[config.mk]
export PLATFORM = sky130hd
export DESIGN_NAME = jstk_spi_slave_flat
export DESIGN_NICKNAME = d
export VERILOG_FILES = /design/src/rtl/jstk_spi_slave_pkg.sv /design/src/rtl/jstk_spi_slave_if.sv /design/src/rtl/spi_edge_sync.sv /design/src/rtl/jstk_spi_slave.sv /design/src/flat_wrapper.sv
export SDC_FILE = /design/constraint.sdc
export NUM_CORES = 1
export LEC_CHECK = 0
export ABC_AREA = 1
export CAP_MARGIN = 10
export CORE_UTILIZATION = 45
export CTS_CLUSTER_DIAMETER = 40
export DETAILED_ROUTE_END_ITERATION = 6
export GPL_TIMING_DRIVEN = 0
export PLACE_DENSITY = 0.7
export SYNTH_ARGS = -nofsm -noshare
export SYNTH_HDL_FRONTEND = slang
export SYNTH_SLANG_ARGS = --single-unit
[constraint.sdc]
create_clock -name clk -period 4.3 [get_ports clk]
set_clock_uncertainty 0.15 [all_clocks]
set_input_delay 0.645 -clock clk [delete_from_list [all_inputs] [get_ports clk]]
set_output_delay 0.645 -clock clk [all_outputs]
set_load 0.02 [all_outputs]
[src/rtl/jstk_spi_slave_pkg.sv]
// ---------------------------------------------------------------------------
// jstk_spi_slave_pkg
// Definitions shared by the joystick SPI slave and the master controller it
// answers. This package is the home of what would otherwise live in
// jstk_spi_defs.vh:
//   - state_t        : FSM state encodings (IDLE=0, SHIFT=1, DONE=2)
//   - DEFAULT_NUM_BYTES / DEFAULT_SYNC_STAGES : default frame and sync sizes
//   - CMD_SET_LED / led_cmd() : PmodJSTK command byte (0b100000<led2><led1>)
// No ports; import with "import jstk_spi_slave_pkg::*;".
// ---------------------------------------------------------------------------
package jstk_spi_slave_pkg;

  localparam int DEFAULT_NUM_BYTES   = 5;
  localparam int DEFAULT_SYNC_STAGES = 2;

  typedef enum logic [1:0] {
    IDLE  = 2'd0,
    SHIFT = 2'd1,
    DONE  = 2'd2
  } state_t;

  localparam logic [7:0] CMD_SET_LED = 8'h80;

  // First byte of a PmodJSTK transfer: the LED command with both LED bits.
  function automatic logic [7:0] led_cmd(input logic led1, input logic led2);
    return CMD_SET_LED | {6'b000000, led2, led1};
  endfunction

endpackage

[src/rtl/jstk_spi_slave_if.sv]
// ---------------------------------------------------------------------------
// jstk_spi_slave_if
// The four-wire SPI link plus the slave's MISO output enable.
//   ss      : slave select, active low (master drives)
//   sclk    : SPI clock, idle low, Mode 0 (master drives)
//   mosi    : master-to-slave data (master drives)
//   miso    : slave-to-master data (slave drives)
//   miso_oe : high while the slave is selected; tri-state control for miso
// Modports: master (drives ss/sclk/mosi), slave (drives miso/miso_oe).
// ---------------------------------------------------------------------------
interface jstk_spi_slave_if;

  logic ss;
  logic sclk;
  logic mosi;
  logic miso;
  logic miso_oe;

  modport master (
    output ss, sclk, mosi,
    input  miso, miso_oe
  );

  modport slave (
    input  ss, sclk, mosi,
    output miso, miso_oe
  );

endinterface

[src/rtl/spi_edge_sync.sv]
// ---------------------------------------------------------------------------
// spi_edge_sync
// Brings one asynchronous SPI pin into the clk domain and flags its edges.
// Parameters:
//   SYNC_STAGES : flip-flops in the synchronizer chain (must be >= 2)
// Ports:
//   clk  : system clock
//   rst  : synchronous active-high reset (chain and edge flags cleared)
//   din  : asynchronous input pin
//   sync : synchronized copy of din
//   rise : one-cycle pulse, registered, after sync goes 0->1
//   fall : one-cycle pulse, registered, after sync goes 1->0
// Pin-to-flag latency is SYNC_STAGES+1 clk cycles.
// ---------------------------------------------------------------------------
module spi_edge_sync #(
  parameter int SYNC_STAGES = 2
) (
  input  logic clk,
  input  logic rst,
  input  logic din,
  output logic sync,
  output logic rise,
  output logic fall
);

  logic [SYNC_STAGES-1:0] chain;
  logic                   prev;

  // The edge flags are registered so every edge reaches the FSM with the
  // same fixed latency, which the MISO timing budget relies on. The chain
  // resets to 0: a pin that is already high after reset then shows a rise,
  // which IDLE ignores, instead of a fall that would start a bogus frame.
  always_ff @(posedge clk) begin
    if (rst) begin
      chain <= '0;
      prev  <= 1'b0;
      rise  <= 1'b0;
      fall  <= 1'b0;
    end else begin
      chain <= {chain[SYNC_STAGES-2:0], din};
      prev  <= chain[SYNC_STAGES-1];
      rise  <= chain[SYNC_STAGES-1] & ~prev;
      fall  <= ~chain[SYNC_STAGES-1] & prev;
    end
  end

  assign sync = chain[SYNC_STAGES-1];

endmodule

[src/rtl/jstk_spi_slave.sv]
// ---------------------------------------------------------------------------
// jstk_spi_slave
// SPI Mode-0 slave for the fixed-length PmodJSTK transfer. Oversamples the
// SPI pins with clk, receives one frame MSB-first while shifting a response
// frame out on MISO, and presents the received frame with a valid strobe.
// Parameters:
//   NUM_BYTES   : bytes per frame, frame width W = 8*NUM_BYTES
//   SYNC_STAGES : flip-flops per input synchronizer (>= 2)
// Ports:
//   clk, rst   : system clock, synchronous active-high reset
//   spi        : SPI link (slave modport): ss, sclk, mosi in; miso, miso_oe out
//   txdata     : response frame, byte 0 in [W-1:W-8], captured at frame start
//   rxdata     : last complete received frame, byte 0 in [W-1:W-8]
//   rxvalid    : one-cycle pulse when rxdata updates
//   busy       : high from frame start until the return to IDLE
//   frame_err  : one-cycle pulse when ss deasserts mid-frame
// Optional (macro JSTK_SPI_SLAVE_BYTE_STB_EN defined):
//   rxbyte     : most recently completed byte
//   rxbyte_stb : one-cycle pulse after each completed byte, aborted frames too
// ---------------------------------------------------------------------------
module jstk_spi_slave
  import jstk_spi_slave_pkg::*;
#(
  parameter int NUM_BYTES   = DEFAULT_NUM_BYTES,
  parameter int SYNC_STAGES = DEFAULT_SYNC_STAGES
) (
  input  logic                   clk,
  input  logic                   rst,
  jstk_spi_slave_if.slave        spi,
  input  logic [8*NUM_BYTES-1:0] txdata,
  output logic [8*NUM_BYTES-1:0] rxdata,
  output logic                   rxvalid,
  output logic                   busy,
  output logic                   frame_err
`ifdef JSTK_SPI_SLAVE_BYTE_STB_EN
  ,
  output logic [7:0]             rxbyte,
  output logic                   rxbyte_stb
`endif
);

  localparam int              W         = 8 * NUM_BYTES;
  localparam int              BW        = $clog2(NUM_BYTES + 1);
  localparam logic [BW-1:0]   LAST_BYTE = BW'(NUM_BYTES - 1);
  localparam logic [BW-1:0]   BYTE_INC  = BW'(1);

  logic ss_sync_unused, ss_rise, ss_fall;
  logic sclk_sync_unused, sclk_rise, sclk_fall;
  logic mosi_sync, mosi_rise_unused, mosi_fall_unused;

  spi_edge_sync #(.SYNC_STAGES(SYNC_STAGES)) u_ss_sync (
    .clk  (clk),
    .rst  (rst),
    .din  (spi.ss),
    .sync (ss_sync_unused),
    .rise (ss_rise),
    .fall (ss_fall)
  );

  spi_edge_sync #(.SYNC_STAGES(SYNC_STAGES)) u_sclk_sync (
    .clk  (clk),
    .rst  (rst),
    .din  (spi.sclk),
    .sync (sclk_sync_unused),
    .rise (sclk_rise),
    .fall (sclk_fall)
  );

  // MOSI goes through the same chain so it stays aligned with the SCLK flags.
  spi_edge_sync #(.SYNC_STAGES(SYNC_STAGES)) u_mosi_sync (
    .clk  (clk),
    .rst  (rst),
    .din  (spi.mosi),
    .sync (mosi_sync),
    .rise (mosi_rise_unused),
    .fall (mosi_fall_unused)
  );

  state_t          state, state_next;
  logic [W-1:0]    tx_sr, tx_sr_next;
  logic [W-1:0]    rx_sr, rx_sr_next;
  logic [2:0]      bit_cnt, bit_cnt_next;
  logic [BW-1:0]   byte_cnt, byte_cnt_next;
  logic [W-1:0]    rxdata_next;
  logic            rxvalid_next;
  logic            frame_err_next;
  logic [W-1:0]    rx_shifted;
  logic            frame_done;
  logic            miso_bit;
  logic            miso_en;
`ifdef JSTK_SPI_SLAVE_BYTE_STB_EN
  logic [7:0]      rxbyte_next;
  logic            rxbyte_stb_next;
`endif

  always_ff @(posedge clk) begin
    if (rst) begin
      state     <= IDLE;
      tx_sr     <= '0;
      rx_sr     <= '0;
      bit_cnt   <= '0;
      byte_cnt  <= '0;
      rxdata    <= '0;
      rxvalid   <= 1'b0;
      frame_err <= 1'b0;
`ifdef JSTK_SPI_SLAVE_BYTE_STB_EN
      rxbyte     <= '0;
      rxbyte_stb <= 1'b0;
`endif
    end else begin
      state     <= state_next;
      tx_sr     <= tx_sr_next;
      rx_sr     <= rx_sr_next;
      bit_cnt   <= bit_cnt_next;
      byte_cnt  <= byte_cnt_next;
      rxdata    <= rxdata_next;
      rxvalid   <= rxvalid_next;
      frame_err <= frame_err_next;
`ifdef JSTK_SPI_SLAVE_BYTE_STB_EN
      rxbyte     <= rxbyte_next;
      rxbyte_stb <= rxbyte_stb_next;
`endif
    end
  end

  always_comb begin
    state_next     = state;
    tx_sr_next     = tx_sr;
    rx_sr_next     = rx_sr;
    bit_cnt_next   = bit_cnt;
    byte_cnt_next  = byte_cnt;
    rxdata_next    = rxdata;
    rxvalid_next   = 1'b0;
    frame_err_next = 1'b0;
    rx_shifted     = {rx_sr[W-2:0], mosi_sync};
    frame_done     = 1'b0;
    miso_bit       = 1'b0;
    miso_en        = 1'b0;
    busy           = 1'b0;
`ifdef JSTK_SPI_SLAVE_BYTE_STB_EN
    rxbyte_next     = rxbyte;
    rxbyte_stb_next = 1'b0;
`endif

    case (state)
      IDLE: begin
        if (ss_fall) begin
          tx_sr_next    = txdata;
          rx_sr_next    = '0;
          bit_cnt_next  = '0;
          byte_cnt_next = '0;
          state_next    = SHIFT;
        end
      end

      SHIFT: begin
        miso_en  = 1'b1;
        miso_bit = tx_sr[W-1];
        busy     = 1'b1;
        if (sclk_rise) begin
          rx_sr_next   = rx_shifted;
          bit_cnt_next = bit_cnt + 3'd1;
          if (bit_cnt == 3'd7) begin
            byte_cnt_next = byte_cnt + BYTE_INC;
            frame_done    = (byte_cnt == LAST_BYTE);
`ifdef JSTK_SPI_SLAVE_BYTE_STB_EN
            rxbyte_next     = rx_shifted[7:0];
            rxbyte_stb_next = 1'b1;
`endif
          end
        end
        if (sclk_fall) begin
          tx_sr_next = {tx_sr[W-2:0], 1'b0};
        end
        // A final bit arriving together with the SS rise still completes
        // the frame, so the bit is folded in before SS is looked at.
        if (frame_done) begin
          if (ss_rise) begin
            rxdata_next  = rx_shifted;
            rxvalid_next = 1'b1;
            state_next   = IDLE;
          end else begin
            state_next = DONE;
          end
        end else if (ss_rise) begin
          frame_err_next = 1'b1;
          state_next     = IDLE;
        end
      end

      DONE: begin
        miso_en = 1'b1;
        busy    = 1'b1;
        if (ss_rise) begin
          rxdata_next  = rx_sr;
          rxvalid_next = 1'b1;
          state_next   = IDLE;
        end
      end

      default: begin
        state_next = IDLE;
      end
    endcase
  end

  assign spi.miso    = miso_bit;
  assign spi.miso_oe = miso_en;

endmodule
[src/flat_wrapper.sv]
// flat-port wrapper written by rule: the top's interface ports become plain ports
module jstk_spi_slave_flat import jstk_spi_slave_pkg::*;
#(
  parameter int NUM_BYTES   = DEFAULT_NUM_BYTES,
  parameter int SYNC_STAGES = DEFAULT_SYNC_STAGES
)
  (clk, rst, txdata, rxdata, rxvalid, busy, frame_err, spi_ss, spi_sclk, spi_mosi, spi_miso, spi_miso_oe);
  jstk_spi_slave_if spi_i ();
  input  logic clk;
  input  logic rst;
  input  logic [8*NUM_BYTES-1:0] txdata;
  output logic [8*NUM_BYTES-1:0] rxdata;
  output logic rxvalid;
  output logic busy;
  output logic frame_err;
  input wire logic [$bits(spi_i.ss)-1:0] spi_ss;
  input wire logic [$bits(spi_i.sclk)-1:0] spi_sclk;
  input wire logic [$bits(spi_i.mosi)-1:0] spi_mosi;
  output wire logic [$bits(spi_i.miso)-1:0] spi_miso;
  output wire logic [$bits(spi_i.miso_oe)-1:0] spi_miso_oe;
  assign spi_i.ss = spi_ss;
  assign spi_i.sclk = spi_sclk;
  assign spi_i.mosi = spi_mosi;
  assign spi_miso = spi_i.miso;
  assign spi_miso_oe = spi_i.miso_oe;
  jstk_spi_slave #(.NUM_BYTES(NUM_BYTES), .SYNC_STAGES(SYNC_STAGES)) u_core (.clk(clk), .rst(rst), .spi(spi_i), .txdata(txdata), .rxdata(rxdata), .rxvalid(rxvalid), .busy(busy), .frame_err(frame_err));
endmodule
==> reports/results.tsv <==
stage	metric	value	unit
critical_path	WP data arrival	2.36	ns
critical_path	Critical R2R Launch	u_core.state[1]	
global_route	first-pass GRT wire length	22700	µm
finish	antenna diode count	0	
placement	number of port buffers	88	
logic_synthesis	syn_area_per_cell	7.37	µm²
logic_synthesis	Syn. warnings	0	
sta	final setup TNS	0	ns
clock_tree	clk sinks	142	
routing	vias per inst	4.80	
critical_path	number of cells on the worst reg-to-reg path	9	
sta	period utilization	73.3	%
logic_synthesis	post-synth top area share	44.4	%
finish	Layout fillers	1349	
finish	Core Util, Final	58.4	%
logic_synthesis	Syn Inst Count	868	
critical_path	Max stage delay on crit path	0.60	ns
routing	TritonRoute pass-1 iters	5	
sta	setup ws final	1.15	ns
floorplanning	Initial Utilization	46.1	%
critical_path	CP max-delay cell	clkdlybuf4s50_1	
logic_synthesis	Synth area leaders	dfxtp_1, nor2_1, nand2_1	
clock_tree	Root Buffer	clkbuf_16	
clock_tree	hold buffers post-CTS	0	
clock_tree	clock latency on the worst-skew pair	0.43	ns
sta	Final Slew Violations	0	
finish	FF+latch area	2840	µm²
finish	most frequent cells in the layout	nor2_1, nand2_1, dfxtp_1	
clock_tree	post-CTS setup buffers	0	
logic_synthesis	Yosys cell types	24	
power	PD cells	440	nW/µm²
logic_synthesis	Synth area leader	dfxtp_1	
finish	Area Overhead vs Synth	26.6	%
finish	multi-input logic area	3170	µm²
critical_path	Setup CP Type	flip-flop to output pin	
routing	DRT iter0 DRCs	286	
sta	Hold Fails Final Rpt	0	
floorplanning	overall die height	121	µm
sta	post-layout minimum cycle time	3.15	ns
critical_path	Worst R2R End	u_core.rxdata[26]	
critical_path	worst-path fanout max	10	
sta	Setup Viol. Count Final	0	
routing	drt drc	0	
placement	DP Area	7500	µm²
sta	RSZ-0062 raised after global routing	no	
flow_run	number of max-cap violations	0	
clock_tree	Clock Pin Slew Worst Setup and Hold Paths	0.06	ns
logic_synthesis	#FFs+latches synth	142	
critical_path	CP dominant cell by count	inv_1	
floorplanning	die area	14700	µm²
placement	Place WS	1.61	ns
critical_path	Reg2Reg Setup Slack	2.12	ns
critical_path	crit path from	u_core.state[1]	
power	Pleak	3.36	nW
logic_synthesis	syn nets	921	
global_route	largest net degree at the start of global routing	17	
sta	fmax	317	MHz
global_route	GR Overflow Total	0	
clock_tree	Longest Clk Path Bufs	2	
clock_tree	TritonCTS Buffers	17	
critical_path	Critical Path, Cell by Cell	inv_1, ha_1, buf_4, clkbuf_1, nand2_1, inv_1, clkdlybuf4s50_1	
worst_hold_path	worst hold stages	2	
global_route	vias in the first global route	5059	
finish	layout cell share with drive strength beyond 1	11.7	%
routing	WL final	13600	µm
floorplanning	num rows	43	
clock_tree	CTS resizes	0	
placement	Final Wtd Congestion	0.800	
sta	slew margin rel.	69.1	%
finish	commonest non-fill, non-tap cell in the layout	nor2_1	
outcome	outcome	complete, no violations	
finish	Final Cell Area	8100	µm²
sta	worst-margin pin slew	0.463	ns
floorplanning	chip width	121	µm
global_route	initial antenna violation count	0	
worst_hold_path	Hold Crit Class	flip-flop to flip-flop	
logic_synthesis	Seq/Total Area, Yosys	44.4	%
routing	total number of vias	5606	
routing	drt wl/cell	11.7	µm
critical_path	worst setup path endpoint	spi_miso	
critical_path	Worst setup EP type	output pin	
global_route	Tot GR Track Use	19.4	%
power	peak supply drop	299	µV
placement	DP Wirelength	9220	µm
critical_path	required time worst endpoint	3.50	ns
clock_tree	TritonCTS clock tree	built	
sta	Hold Slack	0.252	ns
routing	post-route ant nets	0	
critical_path	crit path launch type	flip-flop	
logic_synthesis	Netlist Area Pre-Place	6400	µm²
floorplanning	core box area	13900	µm²
clock_tree	H-tree depth	4	
floorplanning	# IOs	90	
finish	nets	1028	
## worst min path at each step
stage | slack, ns | to | startpoint
after floorplan | 0.24 | u_core.u_mosi_sync.chain[1] | u_core.u_mosi_sync.chain[0]
after global placement | 0.24 | u_core.u_ss_sync.chain[1] | u_core.u_ss_sync.chain[0]
after detailed placement | 0.25 | u_core.u_sclk_sync.chain[1] | u_core.u_sclk_sync.chain[0]
after CTS | 0.25 | u_core.u_sclk_sync.chain[1] | u_core.u_sclk_sync.chain[0]
after global routing | 0.27 | u_core.u_sclk_sync.chain[1] | u_core.u_sclk_sync.chain[0]
final | 0.25 | u_core.u_sclk_sync.chain[1] | u_core.u_sclk_sync.chain[0]
## synth_stat cells, drive strengths merged
cell type    n
nor2       229
nand2      178
dfxtp      142
nand3       48
a21oi       46
nor3        46
buf         42
o21ai       42
mux2i       40
inv         25
clkbuf      21
ha           8
o21bai       1
## critical path, delay by kind of cell (launching register included)
kind                       cells  cell delay (ns)
buffers and inverters          5             1.34
and+or+nand+nor                1             0.10
adders and majority gates      1             0.14
DFF                            1             0.35
## cell families (layout without fill, tap and decap cells)
family                   Yosys count  in the layout  share of synthesized area [%]
AND/OR/NAND/NOR                  501            501                           34.5
flip-flops                       142            142                           44.4
AO/OA/AOI/OAI                     89             89                           7.24
buffers and inverters             88            207                           6.04
multiplexers                      40             40                           6.26
adder cells (fa/ha/maj)            8              8                           1.56
## area by class of cell
| cell class | count | area share (%) |
|---|---|---|
| repair buffers | 88 | 10.9 |
| plain buffers | 63 | 3.61 |
| flip-flops and latches | 142 | 35.1 |
| clock inverters | 11 | 1.74 |
| well taps | 180 | 2.78 |
| multi-input cells | 638 | 39.1 |
| clock buffers | 20 | 5.64 |
| inverters | 25 | 1.16 |
## power by group
part           internal (mW)  leakage, nW  total (mW)  switching (mW)
Sequential              1.44         1.15        1.52          0.0870
Combinational          0.214         1.92       0.546           0.332
Clock                  0.934        0.288        1.49           0.557
Total                   2.59         3.36        3.56           0.976
## state kept, by name, indices dropped and copies added, names as in the netlist, 2 cells and up
register / count
u_core.tx_sr: 40
u_core.u_mosi_sync.chain: 2
u_core.u_ss_sync.chain: 2
u_core.state: 2
u_core.bit_cnt: 3
u_core.byte_cnt: 3
u_core.u_sclk_sync.chain: 2
u_core.rxdata: 40
u_core.rx_sr: 40
## metrics by stage
| stage | power (mW) | instances |
|---|---|---|
| 6_report | 3.56 | 1167 |
| 5_1_grt | 3.72 | 1167 |
| 4_1_cts | 3.59 | 1167 |
| 3_5_place_dp | 2.09 | 1136 |
| 3_3_place_gp | 2.08 | 1136 |
| 2_1_floorplan | 1.93 | 868 |
## routing by layer
metal  up-vias  GRT usage, %  share of wire, %
li1       2991             -                 -
met1      2481          25.5                50
met2       114          30.4                44
met3        20          4.42               3.9
met4         0          8.64               2.0
met5         -             0                 0
(Power assumes the default switching activity.)
